### src/rtl/ber_result_logger.sv
// ber_result_logger: counts bit errors in decoded hard-decision frames
// against the all-zero codeword. Errors are summed over a programmable
// window of frames, and each finished window becomes one result word
// {err_cnt_acc, snr} written to the result FIFO.
//
// Handshake: a frame is taken on any cycle with frame_valid_i=1 and
// frame_ready_o=1. A pulse while frame_ready_o=0 is discarded and sets the
// sticky frame_drop_o. A FIFO write happens on a cycle with
// result_fifo_we=1, and result_fifo_we is never high while
// result_fifo_full=1.
module ber_result_logger #(
   parameter int N                   = 204,
   parameter int CHUNK               = 34,
   parameter int ERR_CNT_PACKET_SIZE = 28,
   parameter int SNR_PACKET_SIZE     = 4,
   parameter int FRAME_CNT_WIDTH     = 20,
   parameter int WARMUP_FRAMES       = 4
) (
   input  logic                                         sys_clk,
   input  logic                                         rstn,
   input  logic [N-1:0]                                 hard_decision_i,
   input  logic                                         frame_valid_i,
   output logic                                         frame_ready_o,
   input  logic [SNR_PACKET_SIZE-1:0]                   snr_packet_i,
   input  logic [FRAME_CNT_WIDTH-1:0]                   frames_per_report_i,
   output logic [ERR_CNT_PACKET_SIZE+SNR_PACKET_SIZE-1:0] result_fifo_in,
   output logic                                         result_fifo_we,
   input  logic                                         result_fifo_full,
   output logic [FRAME_CNT_WIDTH-1:0]                   block_cnt_o,
   output logic [ERR_CNT_PACKET_SIZE-1:0]               err_cnt_acc_o,
   output logic                                         frame_drop_o,
   output logic [1:0]                                   state_o
);

   localparam int NCHUNK = N / CHUNK;
   localparam int FEW    = $clog2(N + 1);
   localparam int CIW    = (NCHUNK > 1) ? $clog2(NCHUNK) : 1;
   localparam int EW     = ERR_CNT_PACKET_SIZE;
   localparam int FCW    = FRAME_CNT_WIDTH;
   localparam int RW     = ERR_CNT_PACKET_SIZE + SNR_PACKET_SIZE;

   typedef enum logic [1:0] {
      S_IDLE   = 2'd0,
      S_COUNT  = 2'd1,
      S_ACCUM  = 2'd2,
      S_REPORT = 2'd3
   } state_t;

   state_t                     state_q;
   logic [N-1:0]               shreg_q;
   logic [CIW-1:0]             chunk_idx_q;
   logic [FEW-1:0]             frame_err_q;
   logic [FCW-1:0]             block_cnt_q;
   logic [FCW-1:0]             win_cnt_q;
   logic [EW-1:0]              acc_q;
   logic [SNR_PACKET_SIZE-1:0] win_snr_q;
   logic [RW-1:0]              last_word_q;
   logic                       drop_q;

   logic [FEW-1:0]             frame_err_d;
   logic [EW:0]                acc_sum;
   logic [EW-1:0]              acc_d;
   logic [FCW:0]               win_inc;
   logic [FCW-1:0]             fpr_eff;
   logic [FCW-1:0]             block_cnt_d;
   logic                       warmup;
   logic                       report_now;
   logic                       wr_fire;

   function automatic logic [FEW-1:0] popcount(input logic [CHUNK-1:0] v);
      logic [FEW-1:0] c;
      c = '0;
      for (int i = 0; i < CHUNK; i++) c = c + FEW'(v[i]);
      return c;
   endfunction

   // Next-value arithmetic: chunk popcount, saturating sums, window compare
   always_comb begin
      frame_err_d = frame_err_q + popcount(shreg_q[CHUNK-1:0]);
      acc_sum     = {1'b0, acc_q} + (EW+1)'(frame_err_q);
      acc_d       = acc_sum[EW] ? '1 : acc_sum[EW-1:0];
      win_inc     = {1'b0, win_cnt_q} + (FCW+1)'(1);
      fpr_eff     = (frames_per_report_i == '0) ? FCW'(1) : frames_per_report_i;
      report_now  = (win_inc >= {1'b0, fpr_eff});
      block_cnt_d = (&block_cnt_q) ? block_cnt_q : block_cnt_q + FCW'(1);
      warmup      = (block_cnt_q < FCW'(WARMUP_FRAMES));
      wr_fire     = (state_q == S_REPORT) && !result_fifo_full;
   end

   // Control FSM together with every counter it owns
   always_ff @(posedge sys_clk) begin
      if (!rstn) begin
         state_q     <= S_IDLE;
         shreg_q     <= '0;
         chunk_idx_q <= '0;
         frame_err_q <= '0;
         block_cnt_q <= '0;
         win_cnt_q   <= '0;
         acc_q       <= '0;
         win_snr_q   <= '0;
         last_word_q <= '0;
         drop_q      <= 1'b0;
      end else begin
         // A pulse outside IDLE (including the REPORT write cycle) is lost
         if (frame_valid_i && (state_q != S_IDLE)) drop_q <= 1'b1;
         case (state_q)
            S_IDLE: begin
               if (frame_valid_i) begin
                  shreg_q     <= hard_decision_i;
                  chunk_idx_q <= '0;
                  frame_err_q <= '0;
                  state_q     <= S_COUNT;
               end
            end
            S_COUNT: begin
               frame_err_q <= frame_err_d;
               shreg_q     <= shreg_q >> CHUNK;
               chunk_idx_q <= chunk_idx_q + CIW'(1);
               if (chunk_idx_q == CIW'(NCHUNK - 1)) state_q <= S_ACCUM;
            end
            S_ACCUM: begin
               block_cnt_q <= block_cnt_d;
               if (warmup) begin
                  // Pipeline-fill frames are counted but their errors are dropped
                  state_q <= S_IDLE;
               end else begin
                  acc_q     <= acc_d;
                  win_cnt_q <= win_inc[FCW-1:0];
                  if (win_cnt_q == '0) win_snr_q <= snr_packet_i;
                  state_q <= report_now ? S_REPORT : S_IDLE;
               end
            end
            S_REPORT: begin
               if (wr_fire) begin
                  last_word_q <= {acc_q, win_snr_q};
                  acc_q       <= '0;
                  win_cnt_q   <= '0;
                  state_q     <= S_IDLE;
               end
            end
            default: state_q <= S_IDLE;
         endcase
      end
   end

   // The write strobe follows FIFO full within the REPORT cycle; between
   // writes the data bus keeps showing the last word written.
   assign result_fifo_we = wr_fire;
   assign result_fifo_in = wr_fire ? {acc_q, win_snr_q} : last_word_q;
   assign frame_ready_o  = (state_q == S_IDLE);
   assign block_cnt_o    = block_cnt_q;
   assign err_cnt_acc_o  = acc_q;
   assign frame_drop_o   = drop_q;
   assign state_o        = state_q;

endmodule
### config.mk
export PLATFORM = sky130hd
export DESIGN_NAME = ber_result_logger
export DESIGN_NICKNAME = d
export VERILOG_FILES = /design/src/rtl/ber_result_logger.sv
export SDC_FILE = /design/constraint.sdc
export NUM_CORES = 1
export LEC_CHECK = 0
export ABC_CLOCK_PERIOD_IN_PS = 6910
export BUFFER_PORTS_ARGS = -buffer_cell sky130_fd_sc_hd__buf_2
export CAP_MARGIN = 20
export CORE_MARGIN = 5
export CORE_UTILIZATION = 56
export DETAILED_ROUTE_END_ITERATION = 10
export PLACE_DENSITY_LB_ADDON = 0.1
export REMOVE_ABC_BUFFERS = 1
export SLEW_MARGIN = 20
export SYNTH_ARGS = -nofsm -noshare
export SYNTH_HDL_FRONTEND = slang
export SYNTH_SLANG_ARGS = --single-unit
export TNS_END_PERCENT = 10
### constraint.sdc
create_clock -name sys_clk -period 6.91 [get_ports sys_clk]
set_input_delay 1.382 -clock sys_clk [delete_from_list [all_inputs] [get_ports sys_clk]]
set_output_delay 1.382 -clock sys_clk [all_outputs]
set_load 0.01 [all_outputs]
==> reports/qor.csv <==
stage,metric,value,unit
status,status,"finished, final reports clean",
clock_network,cts_sinks,322,
routing,vias,15672,
sta,rsz0062_at_grt,no,
placement,io_buffers,316,
finish,fin_cells,2723,
sta,final_max_slew_viol_count,0,
die,die_width,182,µm
global_route,use_met1,0.362,
logic_synthesis,synth.yosys.warnings,0,
sta,fin_crit_sh,0.758,
worst_setup_path,crit_start,shreg_q[0]$_SDFFE_PN0P_,
logic_synthesis,synth_edf_count,0,
logic_synthesis,yosys.cell_count.top_type,dfxtp_1,
logic_synthesis,syn_area,16600,µm²
worst_setup_path,cp-end-kind,flip-flop,
global_route,grt_pass1_wl,73.7,mm
pwr,comb_power_share,0.294,
placement,hpwl,29.7,mm
sta,fmax,191,MHz
logic_synthesis,synth-seq-cells,322,
pwr,ir_worst_vdd,0.315,mV
pwr,p_seq_frac,0.371,
run,maxCapViolations,0,
clock_network,clockBufferDepth,3,
logic_synthesis,synth_top_flop_cell,dfxtp_1,
global_route,gr-usage-met3,0.0480,
routing,drt_iter0_markers,1092,
clock_network,cts_tree,yes,
sta,skew,0.0174,ns
die,fp.coreArea,29500,µm²
die,rows,63,
pwr,clkPwrFrac,0.335,
pwr,leakage,9.00,nW
worst_setup_path,crit_type,flip-flop to flip-flop,
worst_setup_path,rr_worst_depth,17,
clock_network,postCtsHoldBufs,0,
logic_synthesis,yosys-top-cells-area,"dfxtp_1 39%, nand2_1 6.4%, o21ai_0 5.5%",
global_route,grtUsageMet2,0.415,
logic_synthesis,async_reset_ff_frac,0,
global_route,grt_max_degree,162,
clock_network,post_cts_resize_count,0,
worst_setup_path,worstReg2RegEnd,frame_err_q[7]$_SDFFE_PN0P_,
routing,drt-wirelength-per-cell,16.7,µm
routing,first_pass_iters,5,
pwr,switching_power,1.78,mW
finish,utilization,0.659,
clock_network,path_clk_slew,0.06,ns
clock_network,cts_setup_buffers,0,
logic_synthesis,synthCells,2095,
global_route,grt_overflow,0,
pwr,switching_share,0.315,
worst_setup_path,critPathCapture,frame_err_q[7]$_SDFFE_PN0P_,
finish,layout.nets,2615,
logic_synthesis,synth_seq_area_share,0.388,
routing,viasPerCell,5.76,
logic_synthesis,yosysTopAreaCellShare,0.388,
sta,period_needed,5.24,ns
worst_setup_path,path_max_fanout,3,
pwr,power-per-cell-area,291,nW/µm²
logic_synthesis,synth.avg_cell_area,7.94,µm²
sta,tightest_slew,1.13,ns
sta,max-slew-margin-rel,0.250,
logic_synthesis,synthDistinctLibCells,64,
sta,setup-violations-final,0,
die,die_h,182,µm
placement,placed_cells,2657,
logic_synthesis,synthTopCellsByCount,"322 x dfxtp_1, 283 x nand2_1, 243 x nor2_1",
worst_setup_path,rrSetupSlack,1.67,ns
clock_network,cts_root_buf,clkbuf_16,
die,io_pins,317,
placement,gp_congestion,0.881,
die,dieArea,33200,µm²
routing,postRouteAntennaNets,0,
pwr,p_int,3.87,mW
clock_network,clk_latency,0.51,ns
clock_network,ctsHtreeMaxLevel,2,
global_route,grt_busiest_layer,met2,
finish,syn_to_final_growth,16.9,%
worst_setup_path,reg2reg_from,shreg_q[0]$_SDFFE_PN0P_,
finish,final_layout_size_suffix_gt1_frac,0.200,
global_route,grt.total_usage,0.259,
die,start_util,0.564,
clock_network,cts_made_buffers,36,
routing,wl,45.5,mm
sta,hold_violations,0,
worst_setup_path,crit_required,7.35,ns
global_route,antenna_found_initial,8,
worst_hold_path,holdCritPathClass,flip-flop to flip-flop,
global_route,grt_pass1_vias,14925,
worst_setup_path,cp-start-kind,flip-flop,
routing,route.detailed.drc,0,
worst_setup_path,worstPathArrival,5.68,ns
logic_synthesis,synth_top_area_cell,dfxtp_1,
through the flow:
stage | hold WS [ns] | area, µm² | power, mW | setup slack [ns] | setup TNS [ns]
2_1_floorplan | 0.453 | 16000 | 3.37 | -2.58 | -472.06
3_3_place_gp | 0.442 | 18300 | 3.72 | 1.82 | 0
3_5_place_dp | 0.457 | 18300 | 3.80 | 1.66 | 0
4_1_cts | 0.470 | 19400 | 5.69 | 1.67 | 0
5_1_grt | 0.485 | 19400 | 6.05 | 1.40 | 0
6_report | 0.467 | 19400 | 5.65 | 1.67 | 0
layout by cell type (no fill, tap or decap), types with 4 or more instances in the layout:
cell type	count
nand3b_1	9
nand2_1	283
buf_4	13
nand4_1	20
nor2b_1	65
o211a_1	34
o21a_1	7
buf_2	314
mux2_2	5
mux2i_1	7
ha_1	49
a22o_1	4
xnor2_1	24
a21o_1	5
nand3_1	65
nor3_1	15
nor2_1	241
a31oi_1	7
and2_1	44
o221a_2	56
clkinv_2	8
o211ai_1	12
dfxtp_1	320
a221oi_1	18
or4_1	5
xor2_1	13
and4_1	10
nand2b_1	7
and3_1	18
o21ai_0	183
fa_1	29
a21oi_1	175
clkbuf_8	6
or3_1	13
o2111ai_1	4
clkbuf_16	37
nor4_1	16
inv_1	89
clkbuf_1	10
a22oi_1	36
routing by layer:
metal,up-vias,part of all wire
met4,14,0.020
met5,-,0.0013
met3,85,0.068
met2,513,0.46
met1,7356,0.45
li1,7704,-
layout make-up:
cell class	instances	area, µm²
fillers	2605	10000
multi-input cells	1523	9260
flip-flops and latches	322	6450
repair buffers	330	1720
clock buffers	53	1050
well taps	390	488
inverters	92	349
clock inverters	12	121
diodes	1	2.50
worst min-delay path by stage:
stage,startpoint,cells after the start,to
after floorplan,frame_err_q[5]$_SDFFE_PN0P_,2,frame_err_q[5]$_SDFFE_PN0P_
after global placement,frame_drop_o$_SDFFE_PN0P_,1,frame_drop_o$_SDFFE_PN0P_
after detailed placement,frame_drop_o$_SDFFE_PN0P_,1,frame_drop_o$_SDFFE_PN0P_
after CTS,frame_drop_o$_SDFFE_PN0P_,1,frame_drop_o$_SDFFE_PN0P_
after global routing,frame_drop_o$_SDFFE_PN0P_,1,frame_drop_o$_SDFFE_PN0P_
final,frame_drop_o$_SDFFE_PN0P_,1,frame_drop_o$_SDFFE_PN0P_
power by group through the flow:
stage	clock (mW)	combinational, mW	sequential (mW)
final	1.89	1.66	2.10
after CTS	1.92	1.67	2.10
after detailed placement	0	1.66	2.14
after global routing	2.00	1.94	2.12
after global placement	0	1.59	2.13
after floorplan	0	1.23	2.14
flip-flops by register name, indices dropped and copies added, names as in the netlist:
signal         cells
frame_drop_o       1
chunk_idx_q        3
state_o            2
shreg_q          204
win_snr_q          4
frame_err_q        8
win_cnt_q         20
block_cnt_o       20
err_cnt_acc_o     28
last_word_q       32
kinds of logic (layout without fill, tap and decap cells):
family          after synthesis  in the layout  synth area share
simple gates                824            824             0.230
xor+xnor                     37             37            0.0195
mux                          12             12           0.00760
flops                       322            322             0.388
other cells                   0              1                 0
compound gates              572            572             0.226
fa+ha+maj                    78             78            0.0718
buf+inv                     250            487            0.0573
critical path, cell delays in order, from the launching register on:
cell	delay [ns]
dfxtp_1	0.32
fa_1	0.53
inv_1	0.05
fa_1	0.39
inv_1	0.09
fa_1	0.47
fa_1	0.53
fa_1	0.54
inv_1	0.05
fa_1	0.59
inv_1	0.07
ha_1	0.29
nor2b_1	0.13
o21ai_0	0.20
a21boi_0	0.18
o31a_1	0.29
o31ai_1	0.26
mux2i_1	0.20
Note: power is estimated with default switching activity, not from simulation.
